`src/rtl/systolic_array_pkg.sv`:
```
// Shared definitions for the systolic matrix multiplier: default sizes,
// accumulator width and lane-slice helpers for the packed operand/result buses.
package systolic_array_pkg;

  localparam int DATA_WIDTH_DEFAULT = 8;
  localparam int SIZE_DEFAULT       = 4;

  // Accumulator holds the full signed product and wraps on overflow
  function automatic int acc_width(input int data_width);
    return 2 * data_width;
  endfunction

  // Low bit index of lane `lane` in a packed bus of `width`-bit lanes
  function automatic int lane_lsb(input int lane, input int width);
    return lane * width;
  endfunction

endpackage

```
`src/rtl/systolic_pe.sv`:
```
// One output-stationary processing element: forwards A rightwards and B
// downwards by one register each, and accumulates their signed product.
module systolic_pe
  import systolic_array_pkg::*;
#(
  parameter int DATA_WIDTH = DATA_WIDTH_DEFAULT,
  parameter int ACC_WIDTH  = 2 * DATA_WIDTH
) (
  input  logic                         clk,
  input  logic                         rst,
  input  logic signed [DATA_WIDTH-1:0] a,
  input  logic signed [DATA_WIDTH-1:0] b,
  output logic signed [DATA_WIDTH-1:0] a_out,
  output logic signed [DATA_WIDTH-1:0] b_out,
  output logic signed [ACC_WIDTH-1:0]  acc
);

  logic signed [DATA_WIDTH-1:0] a_reg;
  logic signed [DATA_WIDTH-1:0] b_reg;
  logic signed [ACC_WIDTH-1:0]  acc_reg;
  logic signed [ACC_WIDTH-1:0]  acc_next;

  // Signed multiply sized to the accumulator; the sum wraps modulo 2^ACC_WIDTH
  always_comb begin
    acc_next = acc_reg + (ACC_WIDTH'(a) * ACC_WIDTH'(b));
  end

  // Operand pass-through and accumulation, cleared by reset
  always_ff @(posedge clk) begin
    if (rst) begin
      a_reg   <= '0;
      b_reg   <= '0;
      acc_reg <= '0;
    end else begin
      a_reg   <= a;
      b_reg   <= b;
      acc_reg <= acc_next;
    end
  end

  assign a_out = a_reg;
  assign b_out = b_reg;
  assign acc   = acc_reg;

endmodule

```
`src/rtl/systolic_array.sv`:
```
// SIZE x SIZE output-stationary systolic multiplier. Input lanes are skewed
// so that A[i][k] and B[k][j] meet in PE(i,j); the bottom accumulator row
// is presented on `result`.
module systolic_array
  import systolic_array_pkg::*;
#(
  parameter int DATA_WIDTH = DATA_WIDTH_DEFAULT,
  parameter int SIZE       = SIZE_DEFAULT
) (
  input  logic                                clk,
  input  logic                                rst,
  input  logic signed [DATA_WIDTH*SIZE-1:0]   a_in,
  input  logic signed [DATA_WIDTH*SIZE-1:0]   b_in,
  output logic signed [2*DATA_WIDTH*SIZE-1:0] result
);

  localparam int ACC_WIDTH = acc_width(DATA_WIDTH);

  // a_h[i][j] is the A operand entering PE(i,j); column SIZE is the discarded edge
  logic signed [DATA_WIDTH-1:0] a_h [SIZE][SIZE+1];
  // b_v[i][j] is the B operand entering PE(i,j); row SIZE is the discarded edge
  logic signed [DATA_WIDTH-1:0] b_v [SIZE+1][SIZE];
  logic signed [ACC_WIDTH-1:0]  acc_grid [SIZE][SIZE];
  // Edge outputs and upper-row accumulators have no consumer
  logic                         unused_pe [SIZE][SIZE];

  genvar gi, gj;

  generate
    for (gi = 0; gi < SIZE; gi++) begin : g_skew
      if (gi == 0) begin : g_direct
        assign a_h[0][0] = a_in[lane_lsb(0, DATA_WIDTH) +: DATA_WIDTH];
        assign b_v[0][0] = b_in[lane_lsb(0, DATA_WIDTH) +: DATA_WIDTH];
      end else begin : g_delay
        logic signed [DATA_WIDTH-1:0] a_dly_reg [gi];
        logic signed [DATA_WIDTH-1:0] b_dly_reg [gi];

        // Lane gi is delayed gi cycles so operands of one step stay aligned
        always_ff @(posedge clk) begin
          if (rst) begin
            for (int k = 0; k < gi; k++) begin
              a_dly_reg[k] <= '0;
              b_dly_reg[k] <= '0;
            end
          end else begin
            a_dly_reg[0] <= a_in[lane_lsb(gi, DATA_WIDTH) +: DATA_WIDTH];
            b_dly_reg[0] <= b_in[lane_lsb(gi, DATA_WIDTH) +: DATA_WIDTH];
            for (int k = 1; k < gi; k++) begin
              a_dly_reg[k] <= a_dly_reg[k-1];
              b_dly_reg[k] <= b_dly_reg[k-1];
            end
          end
        end

        assign a_h[gi][0] = a_dly_reg[gi-1];
        assign b_v[0][gi] = b_dly_reg[gi-1];
      end
    end

    for (gi = 0; gi < SIZE; gi++) begin : g_row
      for (gj = 0; gj < SIZE; gj++) begin : g_col
        systolic_pe #(
          .DATA_WIDTH (DATA_WIDTH),
          .ACC_WIDTH  (ACC_WIDTH)
        ) u_pe (
          .clk   (clk),
          .rst   (rst),
          .a     (a_h[gi][gj]),
          .b     (b_v[gi][gj]),
          .a_out (a_h[gi][gj+1]),
          .b_out (b_v[gi+1][gj]),
          .acc   (acc_grid[gi][gj])
        );

        assign unused_pe[gi][gj] = ^{a_h[gi][gj+1], b_v[gi+1][gj], acc_grid[gi][gj]};
      end
    end

    for (gj = 0; gj < SIZE; gj++) begin : g_result
      assign result[lane_lsb(gj, ACC_WIDTH) +: ACC_WIDTH] = acc_grid[SIZE-1][gj];
    end
  endgenerate

endmodule

```
`config.mk`:
```
export PLATFORM = sky130hd
export DESIGN_NAME = systolic_array
export DESIGN_NICKNAME = d
export VERILOG_FILES = /design/src/rtl/systolic_array_pkg.sv /design/src/rtl/systolic_pe.sv /design/src/rtl/systolic_array.sv
export SDC_FILE = /design/constraint.sdc
export NUM_CORES = 1
export LEC_CHECK = 0
export ABC_AREA = 1
export CAP_MARGIN = 30
export CORE_MARGIN = 5
export CORE_UTILIZATION = 35
export CTS_CLUSTER_SIZE = 40
export DETAILED_ROUTE_END_ITERATION = 6
export PLACE_DENSITY = 0.55
export SLEW_MARGIN = 5
export SYNTH_ARGS = -nofsm -noshare
export SYNTH_HDL_FRONTEND = slang
export SYNTH_HIERARCHICAL = 1
export SYNTH_SLANG_ARGS = --single-unit
```
`constraint.sdc`:
```
create_clock -name clk -period 13.16 [get_ports clk]
set_input_delay 3.948 -clock clk [delete_from_list [all_inputs] [get_ports clk]]
set_output_delay 3.948 -clock clk [all_outputs]
set_load 0.01 [all_outputs]
```
* Word level (Yosys, flattened, before mapping) *
Memory sizes are Yosys's and may differ from the RTL's. A register that Yosys moved wholly into a read port is not among the register bits.
Index checks and enable logic that the tools add are counted.

storage, ports and cells
  flip-flop bits (word level) = 160
  memories = 4
  logic and storage cells = 50
  memory bits (writable) = 72
  input port bits = 66

cells by class
  bitwise operators = 8
  multipliers = 4
  mux-type cells = 13
  reductions and logical operators = 1
  add/sub/neg operators = 4

memories
  name                         depth  width  rd ports  clocked after memory_dff  wr ports  RTL line              text
  g_skew[3].g_delay.a_dly_reg  3      8      3         0                         3         systolic_array.sv:35  logic signed [DATA_WIDTH-1:0] a_dly_reg [gi];
  g_skew[3].g_delay.b_dly_reg  3      8      3         1                         3         systolic_array.sv:36  logic signed [DATA_WIDTH-1:0] b_dly_reg [gi];
  g_skew[2].g_delay.b_dly_reg  2      8      2         1                         2         systolic_array.sv:36
  g_skew[1].g_delay.b_dly_reg  1      8      1         1                         1         systolic_array.sv:36

operators with widths
  kind                                          number
  8-bit two-way mux                             9
  16-bit adder                                  4
  8-bit by 8-bit multiplier with 16-bit output  4
  1-bit OR                                      8
  8-bit OR reduction                            1
  1-bit two-way mux                             4

* Logic depth before layout (Yosys ltp) *
Gate-level depths: netlist of the first run.

  word-level depth = 3
  mapped depth = 22
  depth with buffers taken out = 21

* Hierarchy *
Netlist of the first run, hierarchy kept.

by module, submodules not included
  module                                    cells each  instances  seq. area each (um2)  area an instance (um2)
  systolic_pe (g_row[1].g_col[1].u_pe ...)  516         8          640.6                 4041.4
  systolic_pe (g_row[0].g_col[0].u_pe ...)  480         4          640.6                 3947.5
  systolic_pe (g_row[3].g_col[3].u_pe)      502         1          640.6                 3995.1
  systolic_pe (g_row[1].g_col[0].u_pe)      490         1          640.6                 3983.8
  systolic_pe (g_row[3].g_col[2].u_pe)      484         1          640.6                 3956.3
  systolic_pe (g_row[3].g_col[1].u_pe)      490         1          640.6                 3951.3
  systolic_array                            299         1          1921.8                2813.9

* Least setup slack after synthesis of the first run *
No wires, ideal clock.

  kind = input to register
  from = in a_in[7]
  to = reg g_row[0].g_col[0].u_pe/acc[15] (netlist name)
  arrival = 7.917 ns
  stages = 18
  buffers on the path = 1
  library setup time = 0.115 ns
  path slack = 5.128 ns
  cell sequence = clkbuf_1 > nand2_1 > inv_1 > fa_1 > inv_1 > fa_1 > inv_1 > fa_1 > inv_1 > fa_1 > inv_1 > ha_1 > ha_1 > a21oi_1 > o21a_1 > nand3_1 > a21oi_1 > nor2_1

RTL lines
  element             RTL line              text
  start: declaration  systolic_array.sv:12  input logic signed [DATA_WIDTH*SIZE-1:0] a_in,

* Final worst setup path of the first run *
  from = in rst
  to = mem g_skew[1].g_delay.b_dly_reg[0][1] (netlist bit)

between the ends
  word-level cells in the longest chain between the ends = 3
  elaborated cells on any way between the ends = 6

ends and longest elaborated chain
  element                                                                   RTL line              text
  start: declaration                                                        systolic_array.sv:11  input logic rst,
  1-bit two-way mux, on equally long branches                               --
  8-bit OR reduction (no line) / 1-bit two-way mux (equally long branches)  --
  8-bit two-way mux (no line) / 1-bit two-way mux (equally long branches)   --
  end: declaration                                                          systolic_array.sv:36

Parallel ways exist; a longest one is shown, timed or not.

==> results of run 1 <==
==> per-stage QoR <==
stage | hold WS (ns) | setup WS [ns] | area, sq um | power (uW) | util
floorplan | 0.383 | 8.57 | 20100 | 914 | -
global placement | 0.392 | 6.76 | 21300 | 951 | 0.376
detailed placement | 0.393 | 6.73 | 21300 | 952 | 0.376
CTS | 0.391 | 7.34 | 22400 | 1850 | 0.395
global route | 0.411 | 7.17 | 22400 | 1890 | 0.395
finish | 0.397 | 7.41 | 22400 | 1810 | 0.395
==> area by class of cell <==
| type | count | area (sq um) | area share |
|---|---|---|---|
| sequential | 256 | 5120 | 0.229 |
| inverter | 696 | 2610 | 0.117 |
| clock buffer | 39 | 836 | 0.0374 |
| tap | 756 | 946 | 0.0423 |
| clock inverter | 17 | 219 | 0.00980 |
| timing repair buffer | 107 | 1070 | 0.0479 |
| multi-input combinational | 1357 | 11500 | 0.517 |
==> how the worst max path moves through the flow <==
stage | startpoint | endpoint | slack (ns) | cells after the start
2_1_floorplan | rst | g_row[3].g_col[1].u_pe/a_out[3] | 8.57 | 3
6_report | rst | g_skew[1].g_delay.b_dly_reg[0][1] | 7.41 | 4
4_1_cts | rst | g_skew[1].g_delay.b_dly_reg[0][1] | 7.34 | 4
5_1_grt | rst | g_skew[1].g_delay.b_dly_reg[0][1] | 7.17 | 4
3_5_place_dp | rst | g_skew[1].g_delay.b_dly_reg[0][1] | 6.73 | 4
3_3_place_gp | rst | g_skew[3].g_delay.b_dly_reg[0][4] | 6.76 | 4
==> power by group <==
group / switching [uW] / internal, uW
registers: 17.0 / 797
logic: 66.3 / 51.8
clock network: 345 / 529
==> cells in the final DEF (no fill, tap or decap), types with 2 or more instances in the layout <==
cell             instances
a21boi_0                 3
a21o_1                   4
a21oi_1                 60
a21oi_2                  4
a31oi_1                  3
and2_1                   2
and2_4                   2
buf_4                    2
bufinv_16                4
clkbuf_1                 5
clkbuf_16               31
clkbuf_8                 4
clkdlybuf4s50_1        104
clkinv_1                16
clkinv_2                 2
clkinv_4                 3
clkinvlp_4               6
dfxtp_1                256
fa_1                   284
ha_1                   148
inv_1                  675
inv_2                    5
inv_6                    2
nand2_1                410
nand2_2                  7
nand3_1                 51
nand3_2                  2
nand3b_1                 5
nand4_1                  4
nor2_1                 288
nor2_2                   7
nor2_4                  11
o21a_1                  10
o21ai_0                 22
o21ai_1                 12
o21bai_1                 6
xnor2_1                  5
xor2_1                   4
==> per-layer routing <==
metal,part of all wire,vias up,track usage
li1,-,6918,-
met1,0.44,6597,0.163
met2,0.50,193,0.239
met3,0.038,53,0.0222
met4,0.020,0,0.0292
met5,0,-,0
==> critical path, cell delays in order <==
cell and delay [ns]:
clkbuf_8 0.54, buf_4 0.75, buf_4 0.65, nor2_1 0.12
==> impl_metrics.tcl, run 1 <==
set metrics [dict create \
    crit_arrival_ns 6.17 \
    vias 13800 \
    synthCells 2499 \
    status "complete, no violations" \
    instances_no_fill 3228 \
    insertion_delay_ns 0.56 \
    crit_required_ns 13.58 \
    antenna_found_initial 0 \
    maxCapViolations 0 \
    p_leak_uw 0.0123 \
    min_to "g_skew[3].g_delay.b_dly_reg[0][11]" \
    numPortBuffers 105 \
    slew_headroom 0.400 \
    hpwlAfterDp_microns 32300 \
    p_per_area_nw_per_um2 80.8 \
    r2r-start "g_row[2].g_col[1].u_pe/b_out[0]" \
    die_y_microns 250 \
    fillers 5800 \
    syn_to_final_growth_pct 11.2 \
    r2r-end "g_row[3].g_col[1].u_pe/acc[15]" \
    holdPathStages 2 \
    grt_use_total 0.131 \
    gp_congestion 0.866 \
    nets 2946 \
    avgRoutedWirePerCell_microns 12.3 \
    postSynthAreaPerCell_sq_um 8.04 \
    reg2reg_slack_ns 8.33 \
    drc 0 \
    post-cts-setup-buffers 0 \
    fmax_ghz 0.174 \
    crit_fanout 102 \
    hold_buffers 0 \
    tritoncts "built" \
    drtPass1Iterations 6 \
    min_period_over_period 0.437 \
    wl_microns 39600 \
    drt_iter0_markers 468 \
    start_util 0.355 \
    hold_class "reg2reg" \
    ctsResizeCount 0 \
    grt_pass1_vias 14700 \
    report.final.slew_viol_count 0 \
    largest_reg_flops 96 \
    max-clock-path-buffers 3 \
    crit_path_end_kind "register" \
    hold_viol_final 0 \
    core_sq_um 56600 \
    n_antenna_cell 0 \
    netlist_area_sq_um 20100 \
    die_area_sq_um 62300 \
    drive_gt1_frac 0.0380 \
    ioPinCount 130 \
    h-tree-depth 1 \
    rsz0062_at_grt "no" \
    tightest_slew_ns 0.900 \
    grt_max_degree 103 \
    grt_first_pass_wirelength_microns 69800 \
    path_class "in2reg" \
    synthesis.yosys.warnings 6 \
    grt_overflow_total 0 \
    reg2reg_depth 18 \
    cts_sinks 256 \
    setup_violations 0 \
    synth_nets 2997 \
    dp.cells 3172 \
    cp-start-kind "input pin" \
    fin_skew_ns 0.0126 \
    vias_per_cell 4.26 \
    num_rows 87 \
    finalSetupTns_ns 0 \
    cts_buffers 30 \
    clockRootBuffer "clkbuf_16" \
    hp-start "g_skew[3].g_delay.b_dly_reg[0][3]" \
    min_period_ns 5.75 \
    die_w_microns 250 \
    clk_pin_slew_ns 0.06 \
    final_antenna_net_count 0 \
    irDropWorstVdd_mv 0.0822 \
]
Note: power is estimated with default switching activity, not from simulation.
==> inputs of run 2 (changes only) <==
==> constraint.sdc (replaced) <==
create_clock -name clk -period 5.4 [get_ports clk]
set_input_delay 1.62 -clock clk [delete_from_list [all_inputs] [get_ports clk]]
set_output_delay 1.62 -clock clk [all_outputs]
set_load 0.01 [all_outputs]
==> run 2 against run 1 <==
Against the previous run:
- clock-buffer cell count stayed put
- wire length hardly changed
- sequential power is 140% higher
- highest routed layer unchanged
==> impl_metrics.tcl, run 2 (synthesized netlist as in run 1, its figures left out) <==
set metrics [dict create \
    status "complete, no violations" \
    numPortBuffers 105 \
    ioPinCount 130 \
    grt_max_degree 107 \
    cp_slowest_cell "fa_1" \
    p_leak_uw 0.0124 \
    hp-start "g_skew[3].g_delay.b_dly_reg[0][4]" \
    h-tree-depth 1 \
    holdPathStages 2 \
    n_antenna_cell 0 \
    report.final.slew_viol_count 0 \
    clockRootBuffer "clkbuf_16" \
    die_w_microns 250 \
    cts_sinks 256 \
    rsz0062_at_grt "no" \
    ctsResizeCount 0 \
    nets 2950 \
    hold_viol_final 0 \
    irDropWorstVdd_mv 0.221 \
    min_to "g_skew[3].g_delay.b_dly_reg[0][12]" \
    fin_skew_ns 0.0287 \
    layout_common_cells "inv_1 (675), nand2_1 (410), nor2_1 (288), fa_1 (284), dfxtp_1 (256)" \
    largest_reg_flops 96 \
    p_per_area_nw_per_um2 200 \
    die_y_microns 250 \
    instances_no_fill 3230 \
    internal-power_uw 3450 \
    dp.cells 3175 \
    crit_fanout 8 \
    switching_share 0.230 \
    syn_to_final_growth_pct 11.5 \
    finalSetupTns_ns 0 \
    r2r-start "g_row[2].g_col[1].u_pe/b_out[0]" \
    final_common_cell "inv_1" \
    grt_first_pass_wirelength_microns 70300 \
    min_period_over_period 0.890 \
    crit_arrival_ns 5.26 \
    cp_cell_sequence "nand2_1 -> inv_1 -> fa_1 -> fa_1 -> fa_1 -> inv_1 -> fa_1 -> inv_1 -> ha_1 -> ha_1 -> inv_1 -> o21bai_1 -> a21boi_0 -> nand2_1 -> nor2_1 -> nand3_1 -> nand2_1 -> nor2_2" \
    final_antenna_net_count 0 \
    fillers 5763 \
    path_class "reg2reg" \
    crit_path_end_kind "register" \
    avgRoutedWirePerCell_microns 12.3 \
    core_sq_um 56600 \
    maxCapViolations 0 \
    die_area_sq_um 62300 \
    reg2reg_depth 18 \
    num_rows 87 \
    tightest_slew_ns 0.871 \
    drc 0 \
    p_switching_uw 1030 \
    power.share.sequential 0.443 \
    post-cts-setup-buffers 0 \
    setup_violations 0 \
    crit_required_ns 5.86 \
    clockPowerShare 0.492 \
    drtPass1Iterations 6 \
    min_period_ns 4.81 \
    slew_headroom 0.419 \
    insertion_delay_ns 0.58 \
    antenna_found_initial 0 \
    fmax_ghz 0.208 \
    cp-start-kind "register" \
    drt_iter0_markers 468 \
    power_frac_comb 0.065 \
    grt_use_total 0.132 \
    r2r-end "g_row[3].g_col[1].u_pe/acc[15]" \
    slowest_delay_ns 0.55 \
    vias_per_cell 4.24 \
    max-clock-path-buffers 3 \
    drive_gt1_frac 0.0388 \
    reg2reg_slack_ns 0.59 \
    start_util 0.355 \
    wl_microns 39600 \
    hpwlAfterDp_microns 32600 \
    hold_class "reg2reg" \
    vias 13700 \
    cts_buffers 31 \
    clk_pin_slew_ns 0.06 \
    grt_overflow_total 0 \
    gp_congestion 0.845 \
    hold_buffers 0 \
    tritoncts "built" \
    grt_pass1_vias 14800 \
]
## run 2: changes by cell type in the layout (fill, tap and decap cells not counted)
| cell | delta |
|---|---|
| clkinvlp_4 | -6 |
| buf_4 | +3 |
| bufinv_16 | +2 |
| clkinv_2 | +2 |
| clkinv_4 | +1 |
## run 2: power groups by stage
stage	sequential, uW	clock (uW)	combinational, uW
floorplan	2010	0	221
global placement	2030	0	292
detailed placement	2030	0	296
CTS	1990	2290	299
global route	1990	2370	337
finish	1980	2200	290
## run 2: cell type report
cell class | count | area [sq um] | share of cell area
clock buffers | 39 | 836 | 0.0373
clock inverters | 16 | 253 | 0.0113
inverters | 696 | 2610 | 0.117
multi-input cells | 1357 | 11500 | 0.515
flip-flops and latches | 256 | 5120 | 0.229
well taps | 756 | 946 | 0.0422
repair buffers | 110 | 1090 | 0.0487
## run 2: layer usage
metal | track usage | vias up | routed length [microns]
li1 | - | 6933 | -
met3 | 0.0217 | 59 | 1420
met2 | 0.241 | 207 | 19800
met4 | 0.0309 | 0 | 897
met5 | 0 | - | 0
met1 | 0.164 | 6509 | 17500
## run 2: per-stage QoR
step / total power [uW] / util / hold WS (ns) / setup slack, ns / instance area, sq um
2_1_floorplan: 2230 / - / 0.383 / 1.02 / 20100
3_3_place_gp: 2320 / 0.377 / 0.390 / 0.626 / 21300
3_5_place_dp: 2320 / 0.377 / 0.392 / 0.591 / 21300
4_1_cts: 4580 / 0.396 / 0.378 / 0.545 / 22400
5_1_grt: 4700 / 0.396 / 0.385 / 0.171 / 22400
6_report: 4480 / 0.396 / 0.377 / 0.595 / 22400
## run 2: worst max path at each step
stage                                                  start                              to  slack, ns  depth (start not counted)
after floorplan           g_skew[3].g_delay.a_dly_reg[0][23]  g_row[3].g_col[0].u_pe/acc[15]       1.02                         19
after global placement       g_row[2].g_col[3].u_pe/b_out[0]  g_row[3].g_col[3].u_pe/acc[15]       0.63                         18
after detailed placement     g_row[2].g_col[1].u_pe/b_out[0]  g_row[3].g_col[1].u_pe/acc[15]       0.59                         18
after CTS                    g_row[2].g_col[1].u_pe/b_out[0]  g_row[3].g_col[1].u_pe/acc[15]       0.54                         18
after global routing         g_row[2].g_col[1].u_pe/b_out[0]  g_row[3].g_col[1].u_pe/acc[15]       0.17                         18
final                        g_row[2].g_col[1].u_pe/b_out[0]  g_row[3].g_col[1].u_pe/acc[15]       0.59                         18
## run 2: critical path, delay by kind of cell (launching register included)
family                     cells  cell delay [ns]
AOI/OAI and AO/OA              2             0.28
adders and majority gates      6             2.66
buffers and inverters          4             0.57
DFF                            1             0.51
and+or+nand+nor                6             0.64
